## src/rtl/t2mi_ts_slot_scheduler.sv

```systemverilog
// Constant-rate 188-byte TS packet scheduler: NCO byte slots, T2-MI/null packet choice,
// header generation and a one-byte prefetch handshake towards the T2-MI packer.
module t2mi_ts_slot_scheduler #(
    parameter int NCO_W = 24,
    parameter int CNT_W = 16
) (
    input  logic             CLK,
    input  logic             RST,
    input  logic             EN,
    input  logic [NCO_W-1:0] RATE_INC,
    input  logic [12:0]      PID,
    input  logic             TS_AVAIL,
    output logic             PACK_ENA,
    input  logic             PACK_ENA_OUT,
    input  logic [7:0]       PACK_DATA,
    input  logic [7:0]       PACK_PTR,
    output logic [7:0]       TS_DATA,
    output logic             TS_ENA,
    output logic             TS_START,
    output logic [CNT_W-1:0] UNDERRUN_CNT,
    output logic [CNT_W-1:0] NULL_CNT
);

    typedef enum logic [1:0] {S_BOUND, S_HDR, S_PTRF, S_PAY} state_t;

    state_t           state;
    state_t           state_nxt;
    logic [NCO_W-1:0] acc;
    logic [NCO_W:0]   acc_sum;
    logic             tick;
    logic [7:0]       idx;
    logic             mode_t2mi;
    logic             pusi;
    logic [7:0]       ptr_field;
    logic [3:0]       cc;
    logic             pf_vld;
    logic [7:0]       pf_data;
    logic             fetch_wait;
    logic [7:0]       fetch_left;
    logic             pending;
    logic             load;
    logic             pay_t2mi;
    logic             consume;
    logic             emit;
    logic             last_byte;
    logic             underrun_inc;
    logic [7:0]       byte_val;
    logic             ts_ena_q;
    logic             ts_start_q;

    function automatic logic [CNT_W-1:0] sat_inc(input logic [CNT_W-1:0] v);
        return (&v) ? v : v + CNT_W'(1);
    endfunction

    assign acc_sum   = {1'b0, acc} + {1'b0, RATE_INC};
    assign tick      = EN && acc_sum[NCO_W];
    assign pay_t2mi  = (state == S_PAY) && mode_t2mi;
    assign load      = EN && fetch_wait && PACK_ENA_OUT;
    assign consume   = pay_t2mi && emit;
    assign last_byte = emit && (state == S_PAY) && (idx == 8'd187);

    // Frozen handshake/output registers are masked so nothing leaves the block while EN=0.
    assign TS_ENA   = ts_ena_q && EN;
    assign TS_START = ts_start_q && EN;

    always_ff @(posedge CLK or negedge RST) begin
        if (!RST) state <= S_BOUND;
        else if (EN) state <= state_nxt;
    end

    always_comb begin
        state_nxt = state;
        if (emit) begin
            case (state)
                S_BOUND: state_nxt = S_HDR;
                S_HDR:   if (idx == 8'd3) state_nxt = (mode_t2mi && pusi) ? S_PTRF : S_PAY;
                S_PTRF:  state_nxt = S_PAY;
                S_PAY:   if (idx == 8'd187) state_nxt = S_BOUND;
                default: state_nxt = S_BOUND;
            endcase
        end
    end

    always_comb begin
        emit         = 1'b0;
        byte_val     = 8'h00;
        underrun_inc = 1'b0;
        case (state)
            S_BOUND: begin
                emit     = tick;
                byte_val = 8'h47;
            end
            S_HDR: begin
                emit = tick;
                if (idx == 8'd1)      byte_val = mode_t2mi ? {1'b0, pusi, 1'b0, PID[12:8]} : 8'h1F;
                else if (idx == 8'd2) byte_val = mode_t2mi ? PID[7:0] : 8'hFF;
                else                  byte_val = mode_t2mi ? {4'b0001, cc} : 8'h10;
            end
            S_PTRF: begin
                emit     = tick;
                byte_val = ptr_field;
            end
            S_PAY: begin
                if (mode_t2mi) begin
                    // A byte arriving from the packer this cycle is forwarded straight through.
                    emit         = EN && (tick || pending) && (pf_vld || load);
                    byte_val     = pf_vld ? pf_data : PACK_DATA;
                    underrun_inc = tick && (pending || !(pf_vld || load));
                end else begin
                    emit     = tick;
                    byte_val = 8'hFF;
                end
            end
            default: ;
        endcase
    end

    assign PACK_ENA = EN && (fetch_left != 8'd0) && !pf_vld && !fetch_wait;

    always_ff @(posedge CLK or negedge RST) begin
        if (!RST) begin
            acc          <= '0;
            idx          <= 8'd0;
            mode_t2mi    <= 1'b0;
            pusi         <= 1'b0;
            ptr_field    <= 8'd0;
            cc           <= 4'd0;
            pf_vld       <= 1'b0;
            fetch_wait   <= 1'b0;
            fetch_left   <= 8'd0;
            pending      <= 1'b0;
            TS_DATA      <= 8'd0;
            ts_ena_q     <= 1'b0;
            ts_start_q   <= 1'b0;
            UNDERRUN_CNT <= '0;
            NULL_CNT     <= '0;
        end else if (EN) begin
            acc        <= acc_sum[NCO_W-1:0];
            ts_ena_q   <= emit;
            ts_start_q <= emit && (state == S_BOUND);
            fetch_wait <= PACK_ENA;
            if (emit) begin
                TS_DATA <= byte_val;
                idx     <= (idx == 8'd187) ? 8'd0 : idx + 8'd1;
            end
            if (emit && (state == S_BOUND)) begin
                mode_t2mi <= TS_AVAIL;
                pusi      <= (PACK_PTR <= 8'd182);
                ptr_field <= PACK_PTR;
            end
            if (emit && (state == S_HDR) && (idx == 8'd1) && mode_t2mi)
                fetch_left <= 8'd184 - {7'd0, pusi};
            else if (load)
                fetch_left <= fetch_left - 8'd1;
            if (consume)   pf_vld <= 1'b0;
            else if (load) pf_vld <= 1'b1;
            if (pay_t2mi) begin
                if (emit)      pending <= 1'b0;
                else if (tick) pending <= 1'b1;
            end
            if (last_byte && mode_t2mi)  cc       <= cc + 4'd1;
            if (last_byte && !mode_t2mi) NULL_CNT <= sat_inc(NULL_CNT);
            if (underrun_inc) UNDERRUN_CNT <= sat_inc(UNDERRUN_CNT);
        end
    end

    always_ff @(posedge CLK) begin
        if (EN && load && !consume) pf_data <= PACK_DATA;
    end

endmodule
```

## config.mk

```make
export PLATFORM = sky130hd
export DESIGN_NAME = t2mi_ts_slot_scheduler
export DESIGN_NICKNAME = d
export VERILOG_FILES = /design/src/rtl/t2mi_ts_slot_scheduler.sv
export SDC_FILE = /design/constraint.sdc
export NUM_CORES = 1
export LEC_CHECK = 0
export BUFFER_PORTS_ARGS = -buffer_cell sky130_fd_sc_hd__buf_2
export CAP_MARGIN = 20
export CORE_MARGIN = 2
export CORE_UTILIZATION = 50
export DETAILED_ROUTE_END_ITERATION = 8
export PLACE_DENSITY = 0.72
export SYNTH_ARGS = -nofsm -noshare
export SYNTH_HDL_FRONTEND = slang
export SYNTH_SLANG_ARGS = --single-unit
```

## constraint.sdc

```tcl
create_clock -name CLK -period 3.66 [get_ports CLK]
set_input_delay 1.098 -clock CLK [delete_from_list [all_inputs] [get_ports CLK]]
set_output_delay 1.098 -clock CLK [all_outputs]
set_load 0.02 [all_outputs]
```

### Word-level counts from Yosys, hierarchy flattened

Index checks and enable logic that the tools add are counted.

* bits in registers: 109
* input port bits: 58
* word-level logic and storage cells: 108

* add/sub/neg operators: 7
* $lt $le $gt $ge: 1
* equal/unequal tests: 9
* multiplexer cells: 23
* bitwise operators: 2
* reduce and logical (&&, ||, !) cells: 49

Operator list (count)
* two-way mux 8 bit: 8
* adder 16 x 1 -> 16 bit, second input constant: 2
* case mux 8 bit (4 select lines): 1
* AND reduction 16 bit: 2
* adder 24 x 24 -> 25 bit: 1
* logical AND 1 bit: 24
* == test 8 x 2 -> 1 bit, second input constant: 2
* AND reduction 2 bit: 5
* AND reduction 3 bit: 3
* adder 8 x 1 -> 8 bit, second input constant: 1
* == test 8 x 1 -> 1 bit, second input constant: 1
* == test 8 bit, second input constant: 1
* <= comparator 8 bit, second input constant: 1
* two-way mux 1 bit: 8
* case mux 2 bit (4 select lines): 1
* nonzero test 8 bit: 1
* subtractor 8 x 1 -> 8 bit, first input constant: 1
* subtractor 8 x 1 -> 8 bit, second input constant: 1
* two-way mux 7 bit: 1
* nonzero test 2 bit: 3
* logical NOT 1 bit: 5
* adder 4 x 1 -> 4 bit, second input constant: 1
* == test 2 bit, second input constant: 2
* two-way mux 2 bit: 2
* 10 further kinds: 13

### Depth between registers and ports, before layout

* word-level depth: 12
* gate-level depth with buffers: 10
* depth with buffers taken out: 9

### Least setup slack after synthesis

Ideal clock, no wire load.

* path kind: input port to flip-flop
* start point: in RATE_INC[0]
* end point: reg pf_data[0] (enable)
* library setup time: 370 ps
* arrival time: 3270 ps
* required time: 3290 ps
* path slack: 20 ps
* stages on the path: 10
* buffers on the path: 1
* path through: ha_1 fa_1 a211oi_1 o211ai_2 nand4_2 a21oi_4 o22ai_2 buf_6 a21oi_1 nor2_1

* cells in the longest elaborated chain, start to end: 10

Ends and longest elaborated chain
* start: declaration: line 10 `input logic [NCO_W-1:0] RATE_INC,`
* adder 24 x 24 -> 25 bit (*): line 55 `assign acc_sum = {1'b0, acc} + {1'b0, RATE_INC};`
* logical AND 1 bit (*): line 56 `assign tick = EN && acc_sum[NCO_W];`
* logical OR 1 bit: line 106 `emit = EN && (tick || pending) && (pf_vld || load);`
* logical AND 1 bit (2 in series): line 106
* two-way mux 1 bit: line 104 `if (mode_t2mi) begin`
* case mux 1 bit (2 select lines) (*): line 88 `case (state)`
* logical AND 1 bit (*): line 59 `assign consume = pay_t2mi && emit;`
* logical NOT 1 bit (*): line 168 `if (EN && load && !consume) pf_data <= PACK_DATA;`
* logical AND 1 bit (*): line 168
* end signal: assignment: line 168
* end: declaration: line 37 `logic [7:0] pf_data;`

Mark *: on every way between the ends. The rest lies on a longest branch, timed or not.
A chain may end at the register's enable or synchronous reset.

### Worst setup path after layout

* start point: in RATE_INC[0]
* end point: reg acc[22]

* cells in the longest elaborated chain, start to end: 1

Ends and longest elaborated chain
* adder 24 x 24 -> 25 bit: line 55
* end signal: assignment: line 138 `acc <= acc_sum[NCO_W-1:0];`
* end: declaration: line 28 `logic [NCO_W-1:0] acc;`

No other way between the ends.

==> impl_metrics.toml <==
[outcome]
status = "finished clean"

[floorplan]
fp.coreArea_um2 = 12700
die-area_um2 = 14000
boundaryPins = 101
core.rowCount = 41
die_w_um = 118
chipHeight_um = 118
start_util = 0.515

[synth]
yosysWarnings = 0
ys.flop_type = "dfrtp_1"
syn_avg_cell_area_um2 = 10.1
yosysTopAreaCell = "dfrtp_1"
synth-edff-count = 8
ys_top_cells_by_area = "dfrtp_1, ha_1, xor2_1"
ys_seq_area_frac = 0.424
ys_ff_latch = 109
synth_fp_nets = 739
synth_top_area_share = 0.388
syn_area_um2 = 6520
synth_cell_type_count = 70
async_flop_share = 0.927
netlist_instances = 643

[flow_run]
cap_violations = 0

[cells_and_area]
num-fill-cells = 1109
drive_gt1_frac = 0.248
finalNetCount = 846
diodes = 0
area_delta_synth_final_pct = 16.2
design_area_um2 = 7580

[pwr]
power_density_nw_per_um2 = 724
p_leak_nw = 3.67
peakVddDrop_mv = 0.259

[routing]
wl_per_cell_um = 16.1
ant_nets = 0
vias = 5281
avgViaCountPerCell = 5.70
drc = 0
first_pass_iters = 5
drtIter0Drc = 399
finalWirelength_mm = 14.9

[setup_path]
crit_required_ns = 3.90
worstSetupPathType = "primary input to flip-flop"
cp-start-kind = "primary input"
cp_slowest_cell = "fa_1"
worst-path-buf-inv = 1
crit_chain = "buf_2, ha_1, fa_1, a211oi_1, o211ai_2, nand4_2, a31oi_1, o211a_1, or3_1, a31o_2"
worstPathArrival_ns = 3.47
critical_path.top_delay_family = "compound AO/OA/AOI/OAI gates"
crit_path_max_incr_delay_ns = 0.40
end_kind = "flip-flop"
crit_fanout = 3

[cts]
insertion_delay_ns = 0.35
ctsHoldBuffers = 0
postCtsSetupBuffers = 0
clk_pin_slew_ns = 0.07
root_buffer = "clkbuf_16"
htreeDepth = 3
ctsResizeCount = 0
ctsLongestPathBuffers = 2
cts_buffers = 9
cts.sinks = 109
cts_tree = "built"

[global_routing]
antenna_found_initial = 1
grt_max_degree = 52
grt_pass1_wl_mm = 25.5
grt_overflow = 0
grt_pass1_vias = 5380
grt_usage = 0.221

[sta]
worst_slew_margin_rel = 0.320
setup_tns_ns = 0
setup_viol = 0
tightest_slew_ns = 1.02
clock_skew_ns = 0.0109
drv_slew = 0
min_period_ns = 3.23
fmax_mhz = 310
hold_viol = 0
min_period_over_period = 0.883
rsz0062_at_grt = "no"

[placement]
gp_congestion = 0.894
place.detailed.hpwl_mm = 11.1
place_area_um2 = 7300
portBuffers = 100

[worst_hold_path]
hold_class = "flip-flop to flip-flop"
==> where the power goes <==
| part | switching, mW | internal, mW |
|---|---|---|
| sequential | 0.283 | 1.57 |
| combinational | 1.46 | 1.25 |
| clock | 0.454 | 0.465 |
==> Yosys cell counts, drive strengths merged, types with 8 or more instances <==
cell type / number
a31oi: 10
o31ai: 11
nor3: 30
mux2i: 10
buf: 8
dfrtp: 101
nand2: 53
nor2: 39
ha: 37
o21a: 9
clkbuf: 11
edfxtp: 8
a21oi: 30
mux2: 34
xor2: 32
nand3: 25
inv: 28
nand4: 10
nor4: 10
o21ai: 32
xnor2: 25
==> layout make-up <==
cell class,count,area [um2],area share
Clock buffer,9,225,0.0297
Clock inverter,7,48.8,0.00644
Inverter,28,105,0.0139
Multi-Input combinational cell,487,3550,0.468
Sequential cell,109,2770,0.365
Tap cell,172,215,0.0284
Timing Repair Buffer,115,666,0.0879
==> sequential cells by signal, summed over array words and instances, names as in the netlist, 2 cells and up <==
name / cells
acc: 24
cc: 4
pf_data: 8
fetch_left: 8
ptr_field: 8
state: 2
NULL_CNT: 16
TS_DATA: 8
idx: 8
UNDERRUN_CNT: 16
==> metal layers <==
layer | up-vias | wire length (um) | track usage
met5 | - | 13 | 0
li1 | 2544 | - | -
met3 | 31 | 790 | 0.0405
met4 | 2 | 338 | 0.0843
met2 | 166 | 6910 | 0.356
met1 | 2538 | 6870 | 0.298
==> placed cells by master (no fill, tap or decap), types with 4 or more instances in the layout <==
| cell type | count |
|---|---|
| xnor2_1 | 25 |
| mux2i_1 | 10 |
| nor4_1 | 8 |
| a211oi_1 | 4 |
| o21bai_1 | 6 |
| a31oi_1 | 10 |
| buf_4 | 12 |
| o21ai_0 | 29 |
| buf_12 | 4 |
| nor3_1 | 27 |
| and2_1 | 4 |
| mux2_4 | 9 |
| a21oi_1 | 28 |
| nor2_1 | 39 |
| edfxtp_1 | 8 |
| mux2_2 | 24 |
| ha_1 | 37 |
| o31ai_1 | 11 |
| a21o_1 | 7 |
| inv_1 | 28 |
| nand2_1 | 52 |
| dfrtp_1 | 101 |
| buf_2 | 99 |
| xor2_1 | 32 |
| a221oi_1 | 5 |
| o211ai_1 | 4 |
| o21a_1 | 9 |
| nand2b_1 | 7 |
| nand4_1 | 9 |
| nand3_1 | 25 |
| clkbuf_16 | 9 |
| and3_1 | 7 |
| or3_1 | 7 |
==> path summary, 6_finish.rpt <==
path                                                to          startpoint  slack [ns]  cells past startpoint
setup / recovery                   acc[22]$_DFFE_PN0P_         RATE_INC[0]        0.43                     10
hold / removal                       cc[3]$_DFFE_PN0P_   cc[3]$_DFFE_PN0P_        0.48                      1
hold reg to reg                      cc[3]$_DFFE_PN0P_   cc[3]$_DFFE_PN0P_        0.48                      1
setup reg to reg           UNDERRUN_CNT[1]$_DFFE_PN0P_  acc[6]$_DFFE_PN0P_        0.88                      9
min in group asynchronous      NULL_CNT[1]$_DFFE_PN0P_                 RST        0.79                      1
max in group asynchronous         ts_ena_q$_DFFE_PN0P_                 RST        2.16                      2
==> through the flow <==
step	setup WS [ns]	utilization	std cells	power, mW	hold WS (ns)
2_1_floorplan	0.0195	-	643	3.88	0.443
3_3_place_gp	0.110	0.576	911	4.43	0.459
3_5_place_dp	0.0681	0.576	911	4.56	0.470
4_1_cts	0.431	0.598	927	5.49	0.484
5_1_grt	0.255	0.598	927	5.91	0.491
6_report	0.430	0.598	927	5.48	0.477
==> kinds of logic after synthesis <==
family                   synth area share
AND/OR/NAND/NOR                     0.160
buffers and inverters              0.0315
XOR/XNOR                           0.0766
adder cells (fa/ha/maj)            0.0741
multiplexers                       0.0792
flip-flops                          0.424
AO/OA/AOI/OAI                       0.154
==> worst register-to-register path: stages, from the launching register on <==
cell	delay, ns
dfrtp_1	0.40
ha_1	0.37
o21ai_0	0.16
a21oi_1	0.28
nand4_2	0.19
a21oi_4	0.26
o22ai_2	0.14
buf_4	0.21
nor3_1	0.31
mux2_2	0.37
(Power assumes the default switching activity.)
